### src/rtl/conv_round_scheduler.sv
// -----------------------------------------------------------------------------
// conv_round_scheduler
//
// Sequences one convolution as NUM_ROUND output-row rounds. Each convolution
// enables the memory node once, then every round hands a go token to each of
// the NUM_PE processing elements, waits until every PE has reported its
// round-complete pulse, hands a go token to the adder node and waits for the
// adder to write the row. After the last round a completion token is offered.
//
// Ports
//   clk             single clock, all state changes on its rising edge
//   reset           synchronous, active-high reset
//   start_valid/start_ready     convolution start request (ready only in IDLE)
//   mem_go_valid/mem_go_ready   memory-node enable token, once per convolution
//   pe_go_valid/pe_go_ready     per-PE round-enable tokens [NUM_PE]
//   pe_done         per-PE one-cycle round-complete pulses [NUM_PE]
//   add_go_valid/add_go_ready   adder-node enable token, once per round
//   add_done        one-cycle pulse: adder wrote the row result
//   round_idx       current round, 0..NUM_ROUND-1 (registered)
//   ifmap_base      round_idx*IFMAP_W truncated to ADDR_W (registered)
//   busy            high in every state except IDLE
//   done_valid/done_ready       convolution-complete token
//   timeout         (SCHED_TIMEOUT_EN only) sticky watchdog flag
//
// Optional feature: define SCHED_TIMEOUT_EN to add a watchdog on the two wait
// states. After TIMEOUT_CYC cycles in WAIT_PE or WAIT_ADD the FSM jumps to
// DONE and raises timeout, which stays set until reset or the next start.
// Without the macro the wait states wait indefinitely and the port is absent.
// -----------------------------------------------------------------------------
module conv_round_scheduler #(
  parameter int NUM_PE      = 5,
  parameter int NUM_ROUND   = 3,
  parameter int IFMAP_W     = 7,
  parameter int ADDR_W      = 8,
  parameter int TIMEOUT_CYC = 1000
) (
  input  logic              clk,
  input  logic              reset,
  input  logic              start_valid,
  output logic              start_ready,
  output logic              mem_go_valid,
  input  logic              mem_go_ready,
  output logic [NUM_PE-1:0] pe_go_valid,
  input  logic [NUM_PE-1:0] pe_go_ready,
  input  logic [NUM_PE-1:0] pe_done,
  output logic              add_go_valid,
  input  logic              add_go_ready,
  input  logic              add_done,
  output logic [3:0]        round_idx,
  output logic [ADDR_W-1:0] ifmap_base,
  output logic              busy,
  output logic              done_valid,
  input  logic              done_ready
`ifdef SCHED_TIMEOUT_EN
  ,
  output logic              timeout
`endif
);

  // ---------------------------------------------------------------------------
  // Configuration sanity
  // ---------------------------------------------------------------------------
  if (NUM_PE < 1 || NUM_PE > 8 || NUM_ROUND < 1 || NUM_ROUND > 15 ||
      IFMAP_W < 0 || ADDR_W < 1 || TIMEOUT_CYC < 1) begin : g_cfg_check
    $error("conv_round_scheduler: parameter out of range");
  end

  // ---------------------------------------------------------------------------
  // State encoding
  // ---------------------------------------------------------------------------
  localparam logic [2:0] ST_IDLE     = 3'd0;
  localparam logic [2:0] ST_MEM_GO   = 3'd1;
  localparam logic [2:0] ST_PE_GO    = 3'd2;
  localparam logic [2:0] ST_WAIT_PE  = 3'd3;
  localparam logic [2:0] ST_ADD_GO   = 3'd4;
  localparam logic [2:0] ST_WAIT_ADD = 3'd5;
  localparam logic [2:0] ST_DONE     = 3'd6;

  localparam logic [3:0]        LAST_ROUND = 4'(NUM_ROUND - 1);
  localparam logic [ADDR_W-1:0] BASE_STEP  = ADDR_W'(IFMAP_W);

  logic [2:0]        state_reg, state_next;
  logic [3:0]        round_reg, round_next;
  logic [ADDR_W-1:0] base_reg,  base_next;
  logic [NUM_PE-1:0] accepted_reg, accepted_next;  // PE go tokens taken this round
  logic [NUM_PE-1:0] mask_reg,  mask_next;         // PE done pulses seen this round

  logic              in_pe_go;
  logic              in_wait_pe;
  logic              mask_en;
  logic              mask_full;
  logic              pe_all_acc;
  logic [NUM_PE-1:0] pe_xfer;
  logic              start_xfer;

  assign in_pe_go   = (state_reg == ST_PE_GO);
  assign in_wait_pe = (state_reg == ST_WAIT_PE);
  assign mask_en    = in_pe_go | in_wait_pe;
  assign start_xfer = (state_reg == ST_IDLE) & start_valid;

  // A PE counts as accepted once its token has transferred, either earlier
  // this round or on the current edge.
  assign pe_all_acc = &(accepted_reg | pe_xfer);

  // Pulses arriving on the same edge complete the mask, so the FSM does not
  // lose a cycle when the last PE reports during WAIT_PE.
  assign mask_full  = &(mask_reg | pe_done);

  // ---------------------------------------------------------------------------
  // Per-PE token and done-mask bookkeeping
  // ---------------------------------------------------------------------------
  genvar gi;
  generate
    for (gi = 0; gi < NUM_PE; gi++) begin : g_pe
      assign pe_go_valid[gi] = in_pe_go & ~accepted_reg[gi];
      assign pe_xfer[gi]     = pe_go_valid[gi] & pe_go_ready[gi];

      // Held only while still in PE_GO; cleared as the FSM leaves so the
      // next round starts with every token outstanding.
      assign accepted_next[gi] = in_pe_go & ~pe_all_acc &
                                 (accepted_reg[gi] | pe_xfer[gi]);

      // OR-accumulate so repeated pulses are harmless; outside PE_GO and
      // WAIT_PE the mask drains to zero, and it is cleared explicitly on the
      // transition to ADD_GO.
      assign mask_next[gi] = mask_en & ~(in_wait_pe & mask_full) &
                             (mask_reg[gi] | pe_done[gi]);
    end
  endgenerate

  // ---------------------------------------------------------------------------
  // Watchdog (optional)
  // ---------------------------------------------------------------------------
`ifdef SCHED_TIMEOUT_EN
  localparam int TMO_W = $clog2(TIMEOUT_CYC + 1);

  logic [TMO_W-1:0] tmo_cnt_reg, tmo_cnt_next;
  logic             timeout_reg, timeout_next;
  logic             in_wait;
  logic             tmo_hit;
  logic             tmo_fire;
  logic [2:0]       normal_next;

  assign in_wait = in_wait_pe | (state_reg == ST_WAIT_ADD);
  assign tmo_hit = in_wait & (tmo_cnt_reg == TMO_W'(TIMEOUT_CYC - 1));

  // Normal progress out of a wait state wins over a watchdog expiry on the
  // same edge.
  assign tmo_fire = tmo_hit & (normal_next == state_reg);

  // The counter only runs while sitting in a wait state, so it is zero on
  // every entry to WAIT_PE or WAIT_ADD.
  assign tmo_cnt_next = (in_wait && state_next == state_reg) ?
                        tmo_cnt_reg + TMO_W'(1) : '0;

  always_comb begin
    timeout_next = timeout_reg;
    if (start_xfer) begin
      timeout_next = 1'b0;
    end else if (tmo_fire) begin
      timeout_next = 1'b1;
    end
  end

  assign timeout = timeout_reg;
`endif

  // ---------------------------------------------------------------------------
  // Next-state logic
  // ---------------------------------------------------------------------------
  logic [2:0] fsm_next;

  always_comb begin
    fsm_next   = state_reg;
    round_next = round_reg;
    base_next  = base_reg;
    case (state_reg)
      ST_IDLE: begin
        if (start_valid) begin
          fsm_next   = ST_MEM_GO;
          round_next = 4'd0;
          base_next  = '0;
        end
      end
      ST_MEM_GO: begin
        if (mem_go_ready) fsm_next = ST_PE_GO;
      end
      ST_PE_GO: begin
        if (pe_all_acc) fsm_next = ST_WAIT_PE;
      end
      ST_WAIT_PE: begin
        if (mask_full) fsm_next = ST_ADD_GO;
      end
      ST_ADD_GO: begin
        if (add_go_ready) fsm_next = ST_WAIT_ADD;
      end
      ST_WAIT_ADD: begin
        if (add_done) begin
          if (round_reg == LAST_ROUND) begin
            fsm_next = ST_DONE;
          end else begin
            fsm_next   = ST_PE_GO;
            round_next = round_reg + 4'd1;
            // Running sum equals round_idx*IFMAP_W modulo 2**ADDR_W.
            base_next  = base_reg + BASE_STEP;
          end
        end
      end
      ST_DONE: begin
        if (done_ready) fsm_next = ST_IDLE;
      end
      default: fsm_next = ST_IDLE;
    endcase
  end

`ifdef SCHED_TIMEOUT_EN
  assign normal_next = fsm_next;
  assign state_next  = tmo_fire ? ST_DONE : fsm_next;
`else
  assign state_next  = fsm_next;
`endif

  // ---------------------------------------------------------------------------
  // State registers
  // ---------------------------------------------------------------------------
  always_ff @(posedge clk) begin
    if (reset) begin
      state_reg    <= ST_IDLE;
      round_reg    <= 4'd0;
      base_reg     <= '0;
      accepted_reg <= '0;
      mask_reg     <= '0;
    end else begin
      state_reg    <= state_next;
      round_reg    <= round_next;
      base_reg     <= base_next;
      accepted_reg <= accepted_next;
      mask_reg     <= mask_next;
    end
  end

`ifdef SCHED_TIMEOUT_EN
  always_ff @(posedge clk) begin
    if (reset) begin
      tmo_cnt_reg <= '0;
      timeout_reg <= 1'b0;
    end else begin
      tmo_cnt_reg <= tmo_cnt_next;
      timeout_reg <= timeout_next;
    end
  end
`endif

  // ---------------------------------------------------------------------------
  // Outputs: all decoded from registered state, none depend on inputs
  // ---------------------------------------------------------------------------
  assign start_ready  = (state_reg == ST_IDLE);
  assign busy         = (state_reg != ST_IDLE);
  assign mem_go_valid = (state_reg == ST_MEM_GO);
  assign add_go_valid = (state_reg == ST_ADD_GO);
  assign done_valid   = (state_reg == ST_DONE);
  assign round_idx    = round_reg;
  assign ifmap_base   = base_reg;

endmodule

### config.mk
export PLATFORM = sky130hd
export DESIGN_NAME = conv_round_scheduler
export DESIGN_NICKNAME = d
export VERILOG_FILES = /design/src/rtl/conv_round_scheduler.sv
export SDC_FILE = /design/constraint.sdc
export NUM_CORES = 1
export LEC_CHECK = 0
export ABC_AREA = 0
export CORE_MARGIN = 5
export CORE_UTILIZATION = 45
export DETAILED_ROUTE_END_ITERATION = 12
export GPL_TIMING_DRIVEN = 0
export PLACE_DENSITY = 0.78
export SETUP_SLACK_MARGIN = 0.2
export SYNTH_ARGS = -nofsm -noshare
export SYNTH_HDL_FRONTEND = slang
export SYNTH_SLANG_ARGS = --single-unit
export TNS_END_PERCENT = 100
### constraint.sdc
create_clock -name clk -period 2.2 [get_ports clk]
set_input_delay 0.66 -clock clk [delete_from_list [all_inputs] [get_ports clk]]
set_output_delay 0.66 -clock clk [all_outputs]
set_load 0.05 [all_outputs]
After elaboration in Yosys (flattened, before gate mapping)
Index checks and enable logic that the tools add are counted.
{"block": "totals", "elab_cells": 89, "out_inout_bits": 22, "register_bits": 25}
{"block": "op_classes", "mux": 17, "n_addsub": 2, "reduce_logical": 7, "eq_ne": 15, "bitwise_logic": 43}
{"op": "3-bit 2-to-1 mux", "count": 8}
{"op": "8-bit 2-to-1 mux", "count": 3}
{"op": "1-bit AND", "count": 23}
{"op": "3-bit one-hot mux with 7 select lines", "count": 1}
{"op": "8-bit one-hot mux with 2 select lines", "count": 1}
{"op": "4-bit 2-to-1 mux", "count": 3}
{"op": "1-bit OR", "count": 11}
{"op": "2-bit by 1-bit != test with 1-bit output, second input constant", "count": 5}
{"op": "5-bit OR", "count": 2}
{"op": "5-bit AND reduction", "count": 2}
{"op": "3-bit == test, second input constant", "count": 3}
{"op": "8-bit by 3-bit adder with 8-bit output, second input constant", "count": 1}
{"op": "4-bit one-hot mux with 2 select lines", "count": 1}
{"op": "1-bit inverter", "count": 7}
{"op": "7-bit AND reduction", "count": 1}
{"op": "3-bit by 2-bit == test with 1-bit output, second input constant", "count": 2}
{"op": "2-bit != test, second input constant", "count": 3}
{"op": "4-bit by 1-bit adder with 4-bit output, second input constant", "count": 1}
{"op": "4-bit by 2-bit == test with 1-bit output, second input constant", "count": 1}
{"op": "4-bit AND reduction", "count": 1}
{"op": "3-bit by 1-bit == test with 1-bit output, second input constant", "count": 1}
{"op": "3-bit logical NOT", "count": 1}
{"op": "3-bit nonzero test", "count": 1}
{"op": "2-bit nonzero test", "count": 1}

Logic depth before layout (Yosys ltp)
Gate-level depths: netlist (run 1).
{"block": "depth", "ltp_word": 8, "ltp_mapped": 7}

Worst setup path before layout (run 1)
OpenSTA, ideal clock, no wires.
{"block": "synth_timing", "path_kind": "register to output", "from": "register state_reg[2]", "to": "output busy", "path_buffers": 2, "path_slack_ns": -0.842, "t_arrival_ns": 2.382, "path_stages_with_launch": 5, "path_cell_list": "dfxtp_1 -> buf_4 -> buf_2 -> nor3_1 -> inv_1"}
{"block": "synth_via", "elab_chain_cells": 1}
{"element": "from (decl)", "line_no": "82", "text": "logic [2:0] state_reg, state_next;"}
{"element": "from (signal assigned)", "line_no": "234", "text": "state_reg <= state_next;"}
{"element": "3-bit nonzero test", "line_no": "258", "text": "assign busy = (state_reg != ST_IDLE);"}
{"element": "to (decl)", "line_no": "51", "text": "output logic busy,"}
Every way passes these cells.

Worst setup path in the final report (run 1)
{"block": "layout_timing", "from": "register state_reg[0]", "to": "output pe_go_valid[1]"}
{"block": "layout_via", "elab_chain_cells": 2}
{"element": "3-bit by 2-bit == test with 1-bit output", "line_no": "96", "text": "assign in_pe_go = (state_reg == ST_PE_GO);"}
{"element": "1-bit AND", "line_no": "115", "text": "assign pe_go_valid[gi] = in_pe_go & ~accepted_reg[gi];"}
{"element": "to (decl)", "line_no": "43", "text": "output logic [NUM_PE-1:0] pe_go_valid,"}
Every way passes these cells.

==> impl_metrics.tcl, run 1 <==
set metrics [dict create \
    grt_pass1_wl_mm 5.678 \
    start_kind "flop" \
    peakVddDrop_v 0.0008913 \
    clock.fmax_mhz 455.0 \
    fin_total_pwr_mw 2.291 \
    cts_buffer_depth 2 \
    n_antenna_cell 0 \
    final_common_cell "nor2_1" \
    dp_worst_setup_slack_ns -0.5420 \
    drive_above_1_share_pct 26.50 \
    coreArea_sq_um 2710 \
    gp_congestion 0.7917 \
    cts_made_buffers 3 \
    cts_hold_buffers 0 \
    dp.cells 215 \
    finalHoldViolCount 0 \
    startpoint "state_reg[0]$_SDFFE_PP0P_" \
    yosys_warnings 0 \
    p_per_area_nw_per_um2 1220 \
    clk_latency_ns 0.33 \
    hold_path.class "reg2reg" \
    start_util_pct 45.84 \
    port_buffers 38 \
    period_needed_ns 2.198 \
    dr.first_iter.drc_count 34 \
    synthArstFlopShare_pct 0 \
    avgViaCountPerCell 5.268 \
    critPathArrivalTime_ns 1.54 \
    drcViolationCount 0 \
    die_area_sq_um 3912 \
    die_w_um 62.55 \
    yosysTopAreaCell "dfxtp_1" \
    cts_sinks 25 \
    status "complete, no violations" \
    fin_cells 231 \
    ys.flop_type "dfxtp_1" \
    cts_tree "yes" \
    worst_slew_pin_slew_ns 0.5027 \
    fin_nets 221 \
    synth_edf_count 0 \
    avgSynthCellArea_sq_um 8.510 \
    finalClockSkew_ns 0.007709 \
    synth_seq_cells 25 \
    syn_to_final_growth_pct 51.16 \
    post-dp-hpwl_mm 2.309 \
    firstDrtPassIters 4 \
    synthTopCellsByArea "dfxtp_1 40%, nor2_1 11%, xnor2_1 6.3%, nor3_1 3.2%, ha_1 3.0%" \
    r2r_setup_slack_ns 0.37 \
    end_kind "output pin" \
    ios 39 \
    grt_usage_pct 17.68 \
    routed-via-count 1217 \
    num_rows 19 \
    max_cap_violations 0 \
    final_cell_mix "35 x nor2_1, 20 x dfxtp_1, 16 x clkdlybuf4s50_1" \
    timing.slew.headroom_pct 66.62 \
    grt_setup_unrepaired "true" \
    detail-route-antenna-nets 0 \
    antenna_found_initial 0 \
    post-route-period-util_pct 99.90 \
    root_buffer "clkbuf_4" \
    yosys.cell_types.count 35 \
    setup_tns_ns 0 \
    syn_nets 166 \
    r2r_end "ifmap_base[6]$_SDFFE_PP0P_" \
    finalWorstSetupSlack_ns 0.002268 \
    synthCells 146 \
    wire_per_inst_um 14.83 \
    worstSetupEndpoint "pe_go_valid[1]" \
    syn_area_sq_um 1242 \
    path_max_fanout 10 \
    h-tree-depth 1 \
    nFillCells 235 \
    grt_pass1_vias 1241 \
    synth_top_cell_area_share_pct 40.28 \
    fin_util_pct 69.30 \
    largest_reg_flops 8 \
    maxSlewViolCount 0 \
    setup_violations 0 \
    cts.clk_slew.worst_paths_ns 0.14 \
    wirelength_mm 3.425 \
    critPathKind "reg2out" \
    worst_r2r_startpoint "state_reg[2]$_SDFFE_PP0P_" \
    reg2regPathDepth 8 \
    total_leakage_power_nw 0.7753 \
    ys_seq_area_share_pct 40.28 \
    grt_max_degree 14 \
    die_y_um 62.55 \
    grt-ovfl-total 0 \
    required_ns 1.54 \
]
## cells in the mapped netlist (3+ instances only)
cell type and count:
nor3_1 8, dfxtp_1 25, xnor2_1 9, a211oi_1 4
nor3b_1 4, buf_2 3, inv_1 9, a21oi_1 6
nor2_1 36, ha_1 3, nand2_1 8
## critical path: stages (launching register included)
cell and delay, ns:
dfxtp_4 0.38, buf_6 0.15, inv_2 0.09, nand3b_1 0.22, nor2_1 0.19, buf_6 0.18
## logic make-up after synthesis
family	share of synthesized area [%]
mux	0.8057
compound gates	14.60
flops	40.28
simple gates	29.21
fa+ha+maj	3.021
xor+xnor	6.345
buf+inv	5.740
## final cells by class
type / count / area [sq um] / share of cell area, %
plain buffers: 6 / 68.82 / 3.664
inverters: 9 / 33.78 / 1.799
multi-input cells: 106 / 724.4 / 38.57
well taps: 31 / 38.79 / 2.065
repair buffers: 50 / 476.7 / 25.38
flip-flops and latches: 25 / 509.2 / 27.12
clock buffers: 4 / 26.28 / 1.399
## per-layer routing
metal	vias to the layer above	share of wire [%]	global-route usage, %
li1	607	-	-
met1	556	41	19.58
met2	44	50	30.44
met3	10	6.0	5.036
met4	0	3.1	9.019
met5	-	0	0
## timing repair
action                     in CTS  in global routing
gates resized for setup        97                 14
setup buffers                   9                  3
pin swaps                       4                  5
setup endpoints to repair      22                 18
## worst min path at each step
stage	slack [ns]	startpoint	endpoint	cells past startpoint
floorplan	0.44	mask_reg[4]$_SDFF_PP0_	mask_reg[4]$_SDFF_PP0_	2
global placement	0.44	mask_reg[4]$_SDFF_PP0_	mask_reg[4]$_SDFF_PP0_	2
detailed placement	0.46	mask_reg[4]$_SDFF_PP0_	mask_reg[4]$_SDFF_PP0_	2
CTS	0.49	mask_reg[4]$_SDFF_PP0_	mask_reg[4]$_SDFF_PP0_	2
global route	0.52	mask_reg[4]$_SDFF_PP0_	mask_reg[4]$_SDFF_PP0_	2
finish	0.49	mask_reg[4]$_SDFF_PP0_	mask_reg[4]$_SDFF_PP0_	2
## where the power goes
| part | internal [mW] | leakage [nW] | switching (mW) |
|---|---|---|---|
| clock | 0.0711 | 0.0150 | 0.141 |
| combinational | 0.592 | 0.555 | 0.881 |
| sequential | 0.535 | 0.205 | 0.0707 |
| total | 1.20 | 0.775 | 1.09 |
## through the flow
step | instance area (sq um) | hold slack (ns)
5_1_grt | 1878 | 0.5206
4_1_cts | 1821 | 0.4879
3_5_place_dp | 1685 | 0.4562
3_3_place_gp | 1685 | 0.4423
6_report | 1878 | 0.4918
2_1_floorplan | 1266 | 0.4364
No activity file was read; power rests on OpenSTA's default activity.
==> run 2, diff against run 1 <==
CTS_CLUSTER_DIAMETER = 40   (was unset)
==> results of run 2 <==
Same layout as run 1: the final DEF is identical, and so are final timing and power.
==> run 3, diff against run 2 <==
PLACE_DENSITY = unset   (was 0.78)
PLACE_DENSITY_LB_ADDON = 0.1   (was unset)
==> impl_metrics.tcl, run 3 (synthesis results as in run 1) <==
set metrics [dict create \
    r2r_setup_slack_ns 0.31 \
    status "complete, no violations" \
    required_ns 1.54 \
    avgViaCountPerCell 5.265 \
    detail-route-antenna-nets 0 \
    slowest_delay_ns 0.38 \
    nFillCells 236 \
    antenna_found_initial 0 \
    ios 39 \
    grt_pass1_wl_mm 5.313 \
    critPathKind "reg2out" \
    regArea_sq_um 509.2 \
    cts_hold_buffers 0 \
    start_util_pct 45.84 \
    cpMostUsedCell "buf_6" \
    grt_usage_pct 15.92 \
    post-dp-hpwl_mm 2.252 \
    num_rows 19 \
    firstDrtPassIters 4 \
    coreArea_sq_um 2710 \
    reg2regPathDepth 8 \
    grt_pass1_vias 1188 \
    cts_buffer_depth 2 \
    worst_slew_pin_slew_ns 0.5037 \
    clock.fmax_mhz 460.4 \
    n_antenna_cell 0 \
    r2r_end "accepted_reg[1]$_SDFF_PP0_" \
    whs_ns 0.4873 \
    finalHoldViolCount 0 \
    slowest_stage "dfxtp_4" \
    clk_latency_ns 0.32 \
    multiInputGateArea_sq_um 734.5 \
    period_needed_ns 2.172 \
    cts.clk_slew.worst_paths_ns 0.15 \
    cts_tree "yes" \
    final_common_cell "nor2_1" \
    grt-ovfl-total 0 \
    finalClockSkew_ns 0.01670 \
    peakVddDrop_v 0.0009948 \
    gp_congestion 0.7595 \
    drcViolationCount 0 \
    critPathArrivalTime_ns 1.51 \
    grt_setup_unrepaired "true" \
    end_kind "output pin" \
    post-route-period-util_pct 98.72 \
    largest_reg_flops 8 \
    fin_nets 220 \
    routed-via-count 1211 \
    cts_made_buffers 3 \
    timing.slew.headroom_pct 66.55 \
    hold_depth 2 \
    h-tree-depth 1 \
    p_per_area_nw_per_um2 1207 \
    wire_per_inst_um 14.03 \
    start_kind "flop" \
    dp_worst_setup_slack_ns -0.5401 \
    setup_violations 0 \
    place_area_sq_um 1685 \
    worst_r2r_startpoint "state_reg[2]$_SDFFE_PP0P_" \
    wirelength_mm 3.228 \
    grt_max_degree 15 \
    root_buffer "clkbuf_4" \
    syn_to_final_growth_pct 51.06 \
    die_w_um 62.55 \
    maxSlewViolCount 0 \
    final_cell_mix "36 x nor2_1, 20 x dfxtp_1, 16 x clkdlybuf4s50_1" \
    path_max_fanout 10 \
    min-delay-start "mask_reg[0]$_SDFF_PP0_" \
    hold_path.class "reg2reg" \
    drive_above_1_share_pct 26.13 \
    die_y_um 62.55 \
    crit_chain "buf_6, inv_2, nand3b_1, nor2_1, buf_6" \
    min_to "mask_reg[0]$_SDFF_PP0_" \
    finalWorstSetupSlack_ns 0.02819 \
    cts_sinks 25 \
    total_leakage_power_nw 0.7890 \
    port_buffers 38 \
    final_cell_area_sq_um 1877 \
    max_cap_violations 0 \
    die_area_sq_um 3912 \
    dr.first_iter.drc_count 43 \
]
==> run 3: critical path, delay by kind of cell, from the launching register on <==
family,cells,cell delay [ns]
buffers and inverters,3,0.42
AND/OR/NAND/NOR,2,0.40
flip-flops,1,0.38
==> run 3: metrics by stage <==
| stage | cells | util, % | power [mW] | TNS [ns] |
|---|---|---|---|---|
| floorplan | 146 | - | 1.515 | 0 |
| detailed placement | 215 | 62.19 | 1.863 | -4.249 |
| finish | 230 | 69.25 | 2.265 | 0 |
| global placement | 215 | 62.19 | 1.842 | -3.336 |
| global route | 230 | 69.25 | 2.406 | -0.2618 |
| CTS | 226 | 66.11 | 2.157 | -0.007996 |
==> run 3: area by class of cell <==
cell class,count,area share (%)
plain buffers,6,3.267
clock buffers,3,1.200
multi-input cells,106,39.13
well taps,31,2.067
repair buffers,49,25.13
flip-flops and latches,25,27.13
inverters,9,1.800
clock inverters,1,0.2667
==> run 3: per-layer routing <==
metal,GRT usage [%],routed length (um),vias up
li1,-,-,610
met1,19.98,1387,575
met2,27.72,1709,24
met3,3.597,116,2
met4,3.183,14,0
met5,0,0,-
==> run 3: what timing repair did <==
| action | in CTS | in global routing |
|---|---|---|
| endpoints found under the setup margin | 22 | 23 |
| pin swaps | 4 | 4 |
| buffers inserted | 7 | 4 |
| resized for setup | 93 | 14 |
==> run 3: report_power, final <==
| part | internal (mW) | total [mW] | switching [mW] |
|---|---|---|---|
| clock | 0.0679 | 0.207 | 0.139 |
| combinational | 0.582 | 1.46 | 0.879 |
| sequential | 0.535 | 0.598 | 0.0632 |
| total | 1.18 | 2.26 | 1.08 |
==> run 3: how the worst max path moves through the flow <==
stage,from,end,slack [ns],depth (start not counted)
6_report,state_reg[0]$_SDFFE_PP0P_,pe_go_valid[3],0.03,5
5_1_grt,state_reg[2]$_SDFFE_PP0P_,pe_go_valid[1],-0.06,5
4_1_cts,state_reg[2]$_SDFFE_PP0P_,pe_go_valid[3],-0.007,5
3_5_place_dp,state_reg[1]$_SDFFE_PP0P_,done_valid,-0.54,4
3_3_place_gp,state_reg[1]$_SDFFE_PP0P_,done_valid,-0.52,4
2_1_floorplan,state_reg[2]$_SDFFE_PP0P_,pe_go_valid[0],0.01,4
